--- config.mk ---
export PLATFORM = sky130hd
export DESIGN_NAME = pitch_scaler
export DESIGN_NICKNAME = d
export VERILOG_FILES = /design/src/rtl/scaler_pkg.sv /design/src/rtl/scaler_index_gen.sv /design/src/rtl/pitch_scaler.sv
export SDC_FILE = /design/constraint.sdc
export NUM_CORES = 1
export LEC_CHECK = 0
export ABC_AREA = 1
export ABC_CLOCK_PERIOD_IN_PS = 4100
export BUFFER_PORTS_ARGS = -buffer_cell sky130_fd_sc_hd__buf_2
export CAP_MARGIN = 20
export CORE_AREA = 4 4 98 100
export CTS_BUF_LIST = sky130_fd_sc_hd__clkbuf_2 sky130_fd_sc_hd__clkbuf_4 sky130_fd_sc_hd__clkbuf_8
export DETAILED_ROUTE_END_ITERATION = 6
export DIE_AREA = 0 0 102 104
export GPL_TIMING_DRIVEN = 0
export HOLD_SLACK_MARGIN = 0.06
export PLACE_DENSITY = 0.94
export SKIP_LAST_GASP = 1
export SYNTH_ARGS = -nofsm -noshare
export SYNTH_HDL_FRONTEND = slang
export SYNTH_SLANG_ARGS = --single-unit
--- constraint.sdc ---
create_clock -name clk -period 4.1 [get_ports clk]
set_clock_uncertainty 0.1 [all_clocks]
set_input_delay 1.025 -clock clk [delete_from_list [all_inputs] [get_ports clk]]
set_output_delay 1.025 -clock clk [all_outputs]
set_load 0.01 [all_outputs]
--- src/rtl/scaler_pkg.sv ---
// Shared constants and types for the pitch scaler: frame geometry, word widths
// and the control FSM encoding.
package scaler_pkg;

    localparam int N_BINS    = 4096;
    localparam int ADDR_W    = 12;
    localparam int DATA_W    = 16;
    localparam int STEP_FRAC = 8;
    localparam int RD_LAT    = 2;
    localparam int STEP_W    = 12;
    // Four integer guard bits above the bin index, so acc never wraps across a frame.
    localparam int ACC_W     = ADDR_W + STEP_FRAC + 4;

    typedef enum logic [1:0] {
        IDLE,
        RUN,
        DRAIN,
        DONE
    } state_t;

    typedef logic [ADDR_W-1:0] bin_addr_t;
    typedef logic [DATA_W-1:0] sample_t;
    typedef logic [STEP_W-1:0] step_t;
    typedef logic [ACC_W-1:0]  acc_t;

endpackage

--- src/rtl/scaler_index_gen.sv ---
// Output-bin counter and fixed-point source accumulator. It produces the source
// bin floor(k*step/256) for the current output bin k.
module scaler_index_gen
    import scaler_pkg::*;
(
    input  logic              clk,
    input  logic              reset,
    input  logic              start_i,
    input  logic              advance_i,
    input  logic [STEP_W-1:0] step_i,
    output logic [ADDR_W-1:0] k_o,
    output logic [ADDR_W-1:0] src_o,
    output logic              in_range_o,
    output logic              last_o
);

    bin_addr_t k_q, k_d;
    acc_t      acc_q, acc_d;

    // NOTE: every signal driven here gets a default first, so no path can infer a latch.
    always_comb begin
        k_d   = k_q;
        acc_d = acc_q;
        if (start_i) begin
            k_d   = '0;
            acc_d = '0;
        end else if (advance_i) begin
            k_d   = k_q + 1'b1;
            acc_d = acc_q + ACC_W'(step_i);
        end
    end

    // NOTE: sequential state uses non-blocking assignments only, so every flop samples pre-edge values.
    always_ff @(posedge clk) begin
        if (reset) begin
            k_q   <= '0;
            acc_q <= '0;
        end else begin
            k_q   <= k_d;
            acc_q <= acc_d;
        end
    end

    // The source is out of range as soon as any integer bit above the bin index is set.
    assign in_range_o = (acc_q[ACC_W-1:ADDR_W+STEP_FRAC] == '0);
    assign src_o      = in_range_o ? acc_q[ADDR_W+STEP_FRAC-1:STEP_FRAC] : '0;
    assign k_o        = k_q;
    assign last_o     = (k_q == ADDR_W'(N_BINS - 1));

endmodule

--- src/rtl/pitch_scaler.sv ---
// Pitch scaler: remaps a polar frame from the selected ping-pong buffer pair into
// the shifted buffers. Output bin k takes source bin floor(k*step/256).
module pitch_scaler
    import scaler_pkg::*;
(
    input  logic              clk,
    input  logic              reset,
    input  logic              go_in,
    input  logic              cur_buf,
    input  logic [STEP_W-1:0] step_q,
    input  logic [DATA_W-1:0] mag_buf_0_data,
    output logic [ADDR_W-1:0] mag_buf_0_addr,
    input  logic [DATA_W-1:0] phase_buf_0_data,
    output logic [ADDR_W-1:0] phase_buf_0_addr,
    input  logic [DATA_W-1:0] mag_buf_1_data,
    output logic [ADDR_W-1:0] mag_buf_1_addr,
    input  logic [DATA_W-1:0] phase_buf_1_data,
    output logic [ADDR_W-1:0] phase_buf_1_addr,
    output logic [DATA_W-1:0] out_mag_data,
    output logic [ADDR_W-1:0] out_mag_addr,
    output logic              out_mag_wren,
    output logic [DATA_W-1:0] out_phase_data,
    output logic [ADDR_W-1:0] out_phase_addr,
    output logic              out_phase_wren,
    output logic              busy,
    output logic              go_out
);

    localparam int DRAIN_W = $clog2(RD_LAT + 1);

    state_t               state_q, state_d;
    logic [DRAIN_W-1:0]   drain_q, drain_d;
    logic                 sel_q;
    step_t                step_l_q;
    logic                 start, issue;

    bin_addr_t            k, src;
    logic                 in_range, last;

    logic [RD_LAT-1:0]    vld_q;
    logic [RD_LAT-1:0]    rng_q;
    bin_addr_t            k_pipe_q [RD_LAT];

    bin_addr_t            rd_addr;
    sample_t              mag_sel, phase_sel;
    logic                 wr_vld, wr_rng;

    scaler_index_gen u_index_gen (
        .clk        (clk),
        .reset      (reset),
        .start_i    (start),
        .advance_i  (issue),
        .step_i     (step_l_q),
        .k_o        (k),
        .src_o      (src),
        .in_range_o (in_range),
        .last_o     (last)
    );

    always_comb begin
        state_d = state_q;
        drain_d = drain_q;
        start   = 1'b0;
        issue   = 1'b0;
        unique case (state_q)
            IDLE: begin
                if (go_in) begin
                    start   = 1'b1;
                    state_d = RUN;
                end
            end
            RUN: begin
                issue = 1'b1;
                if (last) begin
                    state_d = DRAIN;
                    drain_d = '0;
                end
            end
            DRAIN: begin
                if (drain_q == DRAIN_W'(RD_LAT - 1)) begin
                    state_d = DONE;
                end else begin
                    drain_d = drain_q + 1'b1;
                end
            end
            DONE: state_d = IDLE;
            default: state_d = IDLE;
        endcase
    end

    always_ff @(posedge clk) begin
        if (reset) begin
            state_q  <= IDLE;
            drain_q  <= '0;
            sel_q    <= 1'b0;
            step_l_q <= '0;
        end else begin
            state_q <= state_d;
            drain_q <= drain_d;
            if (start) begin
                sel_q    <= cur_buf;
                step_l_q <= step_q;
            end
        end
    end

    // Control side of the read-latency pipeline; cleared by reset so an aborted frame writes nothing.
    always_ff @(posedge clk) begin
        if (reset) begin
            vld_q <= '0;
            rng_q <= '0;
        end else begin
            vld_q[0] <= issue;
            rng_q[0] <= in_range;
            for (int i = 1; i < RD_LAT; i++) begin
                vld_q[i] <= vld_q[i-1];
                rng_q[i] <= rng_q[i-1];
            end
        end
    end

    // NOTE: the delayed bin index is plain datapath qualified by vld_q, so it needs no reset.
    always_ff @(posedge clk) begin
        k_pipe_q[0] <= k;
        for (int i = 1; i < RD_LAT; i++) begin
            k_pipe_q[i] <= k_pipe_q[i-1];
        end
    end

    assign rd_addr          = issue ? src : '0;
    assign mag_buf_0_addr   = rd_addr;
    assign phase_buf_0_addr = rd_addr;
    assign mag_buf_1_addr   = rd_addr;
    assign phase_buf_1_addr = rd_addr;

    // Data is steered by the pair latched at start, never by the live cur_buf.
    assign mag_sel   = sel_q ? mag_buf_1_data   : mag_buf_0_data;
    assign phase_sel = sel_q ? phase_buf_1_data : phase_buf_0_data;

    assign wr_vld = vld_q[RD_LAT-1];
    assign wr_rng = rng_q[RD_LAT-1];

    assign out_mag_wren   = wr_vld;
    assign out_phase_wren = wr_vld;
    assign out_mag_addr   = wr_vld ? k_pipe_q[RD_LAT-1] : '0;
    assign out_phase_addr = wr_vld ? k_pipe_q[RD_LAT-1] : '0;
    assign out_mag_data   = (wr_vld && wr_rng) ? mag_sel   : '0;
    assign out_phase_data = (wr_vld && wr_rng) ? phase_sel : '0;

    assign busy   = (state_q == RUN) || (state_q == DRAIN);
    assign go_out = (state_q == DONE);

endmodule

# After elaboration in Yosys (flattened, before gate mapping)
# Memory sizes are Yosys's and may differ from the RTL's.
# Index checks and enable logic that the tools add are counted.
[word_totals]
input_bits = 80
register_bits = 57
memories = 1
word_cells = 46
out_inout_bits = 108
mem_bits_rw = 24
[mem_list]
columns = ["memory", "words", "word_bits", "rd", "rd_ports_with_merged_regs", "wr", "line_no", "source"]
rows = [
  ["k_pipe_q", 2, 12, 2, 0, 2, "pitch_scaler.sv:42", "bin_addr_t k_pipe_q [RD_LAT];"],
]
[classes]
n_reduce_logical = 8
mux = 17
n_eq_ne = 9
add_sub_neg = 3
[ops]
columns = ["operator", "n"]
rows = [
  ["$mux 16", 4],
  ["$mux 12", 3],
  ["$add 24x12->24", 1],
  ["$add 12x1->12 const B", 1],
  ["$eq 12x12->1 const B", 1],
  ["$mux 2", 5],
  ["$ne 2x2->1 const B", 4],
  ["$pmux 2 s4", 1],
  ["$reduce_and 3->1", 2],
  ["$eq 2x1->1 const B", 2],
  ["$eq 2x2->1 const B", 2],
  ["$logic_not 4->1", 1],
  ["$pmux 2 s2", 1],
  ["$mux 1", 3],
  ["$add 2x1->2 const B", 1],
  ["$logic_not 2->1", 1],
  ["$reduce_bool 2->1", 1],
  ["$reduce_or 2->1", 1],
  ["$logic_and 1x1->1", 1],
  ["$logic_or 1x1->1", 1],
]

# Depth between registers and ports, before layout
[logic_depth]
ltp_word = 3
depth_mapped = 12
depth_no_buf = 12

# Modules after synthesis
# Synthesis repeated with hierarchy kept, for this count alone.
[hier_totals]
cells_unflattened = 756
hier_area_um2 = 4912.2
[modules_own_cells]
columns = ["mod", "cells_per_inst", "seq_area_each_um2", "area_each_um2", "n_inst"]
rows = [
  ["scaler_index_gen", 406, 720.7, 2497.4, 1],
  ["pitch_scaler", 350, 900.9, 2414.8, 1],
]

# Worst setup path before layout
# Ideal clock, no wire load.
[synth_path]
path_type = "reg2out"
from = "reg state_q[1]"
to = "out mag_buf_1_addr[4]"
path_stages_with_launch = 8
slack_ns = 1.444
n_path_buf = 3
arrival_ns = 1.531
required_ns = 2.975
path_cell_list = "dfxtp_1 > inv_1 > ha_1 > buf_2 > nand2_1 > buf_2 > nor2_1 > buf_4"
[synth_between]
elab_chain_len = 3
[synth_lines]
columns = ["element", "line_no", "source"]
rows = [
  ["start, declared", "pitch_scaler.sv:31", "state_t state_q, state_d;"],
  ["start signal, assigned", "pitch_scaler.sv:98", "state_q <= state_d;"],
  ["$eq 2x1->1", "pitch_scaler.sv:65", "unique case (state_q)"],
  ["$mux 1", "pitch_scaler.sv:65", ""],
  ["via issue", "pitch_scaler.sv:35", "logic start, issue;"],
  ["$mux 12", "pitch_scaler.sv:130", "assign rd_addr = issue ? src : '0;"],
  ["end, declared", "pitch_scaler.sv:16", "output logic [ADDR_W-1:0] mag_buf_1_addr,"],
]
# The timed path passes the listed nets, and every way through them passes these cells.

# Worst setup path in the final report
[layout_path]
from = "reg state_q[1]"
to = "out mag_buf_1_addr[10]"
# The elaborated chain is that of the path after synthesis.

==> run metrics <==
run status complete, no violations; post-CTS resize count 0; Setup crit end kind primary output; maximum number of pins on one net before global-route repair 17; total number of nets in the final design 998; clock insertion delay at the later pin of the skew report ~0.35 ns; final hold vios 0; CTS Root Buffer Type clkbuf_8; total number of H-tree levels 3; routability cong. 0.915; site row count 34; post-place instance area 5730 sq um; Combinational Power Share 0.358; Worst Reg2Reg Path Length in Cells 11; layout cells sized above 1 0.321; post-detailed-placement half-perimeter wirelength 9.97 mm; Sinks on Clock Net roughly 80; Via Count roughly 4900; DRT iter0 DRCs approximately 250; post-synthesis average cell area about 6.7 sq um; global-route usage over all layers 0.230; antenna cells 0; net switching component of the power ~930 uW; Area Overhead vs Synth 27.4%; Critical Path Start Type flop; sum of routed wire length over all layers roughly 13 mm; Max FO, Critical Path 10; number of cells on the worst hold path 0; first-pass GRT wire length between 20 and 25 mm; library cell occupying the most area in the post-synthesis netlist dfxtp_1; Int Power between 1000 and 1500 uW; most common cell after layout, fill and taps aside buf_2; leak pwr about 0.0033 uW; count of TritonRoute iterations in the first routing pass 7; # setup viols final 0; Yosys top cell area share 0.348; critical path data required time between 2 and 3 ns; maximum clock path buffer count 2; number of placed I/O pins about 190; synthesis warning total 0; Seq pwr share 0.391; port bufs around 190; final critical-path setup slack approximately 0.65 ns; total negative setup slack 0 ns; headroom to the max-slew limit 0.604; starting utilization of the core area 0.537; proportion of power drawn by the clock network 0.251; commonest non-fill, non-tap cells in the layout buf_2 (193), nand2_1 (188), nor2_1 (84), inv_1 (81), dfxtp_1 (81); CTS buffer count 9; Setup WS pre-CTS 1.02 ns; cell count after synthesis 700; timing-limited maximum frequency between 0.2 and 0.3 GHz; post-placement cell count between 900 and 1000; grt ovf 0; Area contributors post-synth dfxtp_1 (35%), nand2_1 (15%), buf_4 (7.9%); quantity of hold-fixing buffers added after cts 0; Die Span X slightly above 100 microns; Post-Synthesis Net Count 800; switching share of power 0.385; Mapped Area ~4700 sq um; DRC viols 0; sequential area share after synthesis 0.348; clock transition time at the flip-flop clock pins of the worst setup and hold paths ~0.09 ns; Avg Vias per Cell a little under 5; vias in the first global route 4551; fraction of the cycle the final worst path needs 0.842; WS Path Type flop to primary output; fin. max-slew vios 0; HP Class flop to flop; power density of the placed cells 406 nW/um^2; slew of the pin with the lowest slew margin ~0.59 ns; unrepaired setup endpoints after global routing false; die height roughly 100 microns; mean routed wirelength per cell between 10 and 15 microns; initial antenna violation count 0; number of distinct library cells after synthesis 29; arrival time of data at the critical path endpoint around 2.3 ns; final cell count without fillers between 1000 and 1500; MaxCap Viol Count 0; number of flip-flops and latches in the synthesized netlist just over 80; post-layout instance area roughly 5900 sq um; clock tree from TritonCTS done; CORE AREA 8680 sq um; highest ir drop seen on vdd 0.000295 V; final period demand of the worst path roughly 3.5 ns; Post CTS Setup Buffer Count 0; DIE AREA 10600 sq um; ANT nets after route 0
cells in the mapped netlist:
cell type / instances
nand2_1: 188
nor2_1: 84
dfxtp_1: 81
inv_1: 81
a21oi_1: 66
buf_4: 49
o21ai_0: 26
nand3_1: 22
ha_1: 19
clkbuf_1: 12
xor2_1: 12
nand2_2: 9
inv_2: 8
buf_2: 6
nor3_1: 6
nand3_2: 4
nand4_1: 4
buf_1: 3
nor2_2: 3
nor3_2: 3
nor4_1: 3
a21oi_2: 2
and3_1: 2
nand3b_1: 2
buf_6: 1
fa_1: 1
nor2_4: 1
or2_0: 1
or2_2: 1
worst paths after layout:
path / slack, ns / startpoint / endpoint
setup reg to reg: 2.09 / step_l_q[0]$_SDFFE_PP0P_ / u_index_gen.acc_q[22]$_SDFFE_PP0P_
hold reg to reg: 0.23 / k_pipe_q[0][4]$_DFF_P_ / k_pipe_q[0][16]$_DFF_P_
hold / removal: 0.23 / k_pipe_q[0][4]$_DFF_P_ / k_pipe_q[0][16]$_DFF_P_
setup / recovery: 0.65 / state_q[1]$_SDFFE_PP0P_ / mag_buf_1_addr[10]
flip-flops by register name, summed over array words and instances (netlist names):
signal	count
k_pipe_q	24
u_index_gen.acc_q	24
step_l_q	12
u_index_gen.k_o	12
drain_q	2
rng_q	2
state_q	2
vld_q	2
sel_q	1
logic make-up after synthesis:
logic type / synth area share
adder cells (fa/ha/maj): 0.0553
AND/OR/NAND/NOR: 0.301
flip-flops: 0.348
XOR/XNOR: 0.0225
buffers and inverters: 0.171
AO/OA/AOI/OAI: 0.102
layout make-up:
cell class / count / area (sq um)
fill: 723 / 2740
multi-input combinational: 459 / 2240
sequential: 81 / 1620
timing repair buffer: 187 / 936
buffer: 71 / 465
inverter: 89 / 334
tap: 108 / 135
clock buffer: 9 / 124
clock inverter: 7 / 85.1
power by group through the flow:
stage	sequential (uW)	combinational, uW	clock [uW]
6_report	944	863	605
3_5_place_dp	961	852	0
3_3_place_gp	957	823	0
5_1_grt	956	989	647
2_1_floorplan	944	623	0
4_1_cts	943	862	615
routing by layer:
layer,up-vias,share of wire,routed length (microns),GRT usage
met5,-,0,0,0
met4,0,0.017,211,0.0562
met3,25,0.094,1180,0.0490
met2,203,0.50,6290,0.422
met1,2155,0.39,4840,0.268
li1,2531,-,-,-
through the flow:
stage | total power [uW] | utilization | hold slack, ns
floorplan | 1570 | - | 0.210
global placement | 1780 | 0.661 | 0.211
detailed placement | 1810 | 0.661 | 0.212
CTS | 2420 | 0.685 | 0.234
global route | 2590 | 0.685 | 0.239
finish | 2410 | 0.685 | 0.232
critical path: stages (launching register included):
cell and delay [ns]:
dfxtp_1 0.33, inv_1 0.12, ha_1 0.31, buf_2 0.28
nand2_1 0.14, buf_2 0.23, nor2_1 0.27, buf_4 0.17
buf_2 0.12
Note: power is estimated with default switching activity, not from simulation.
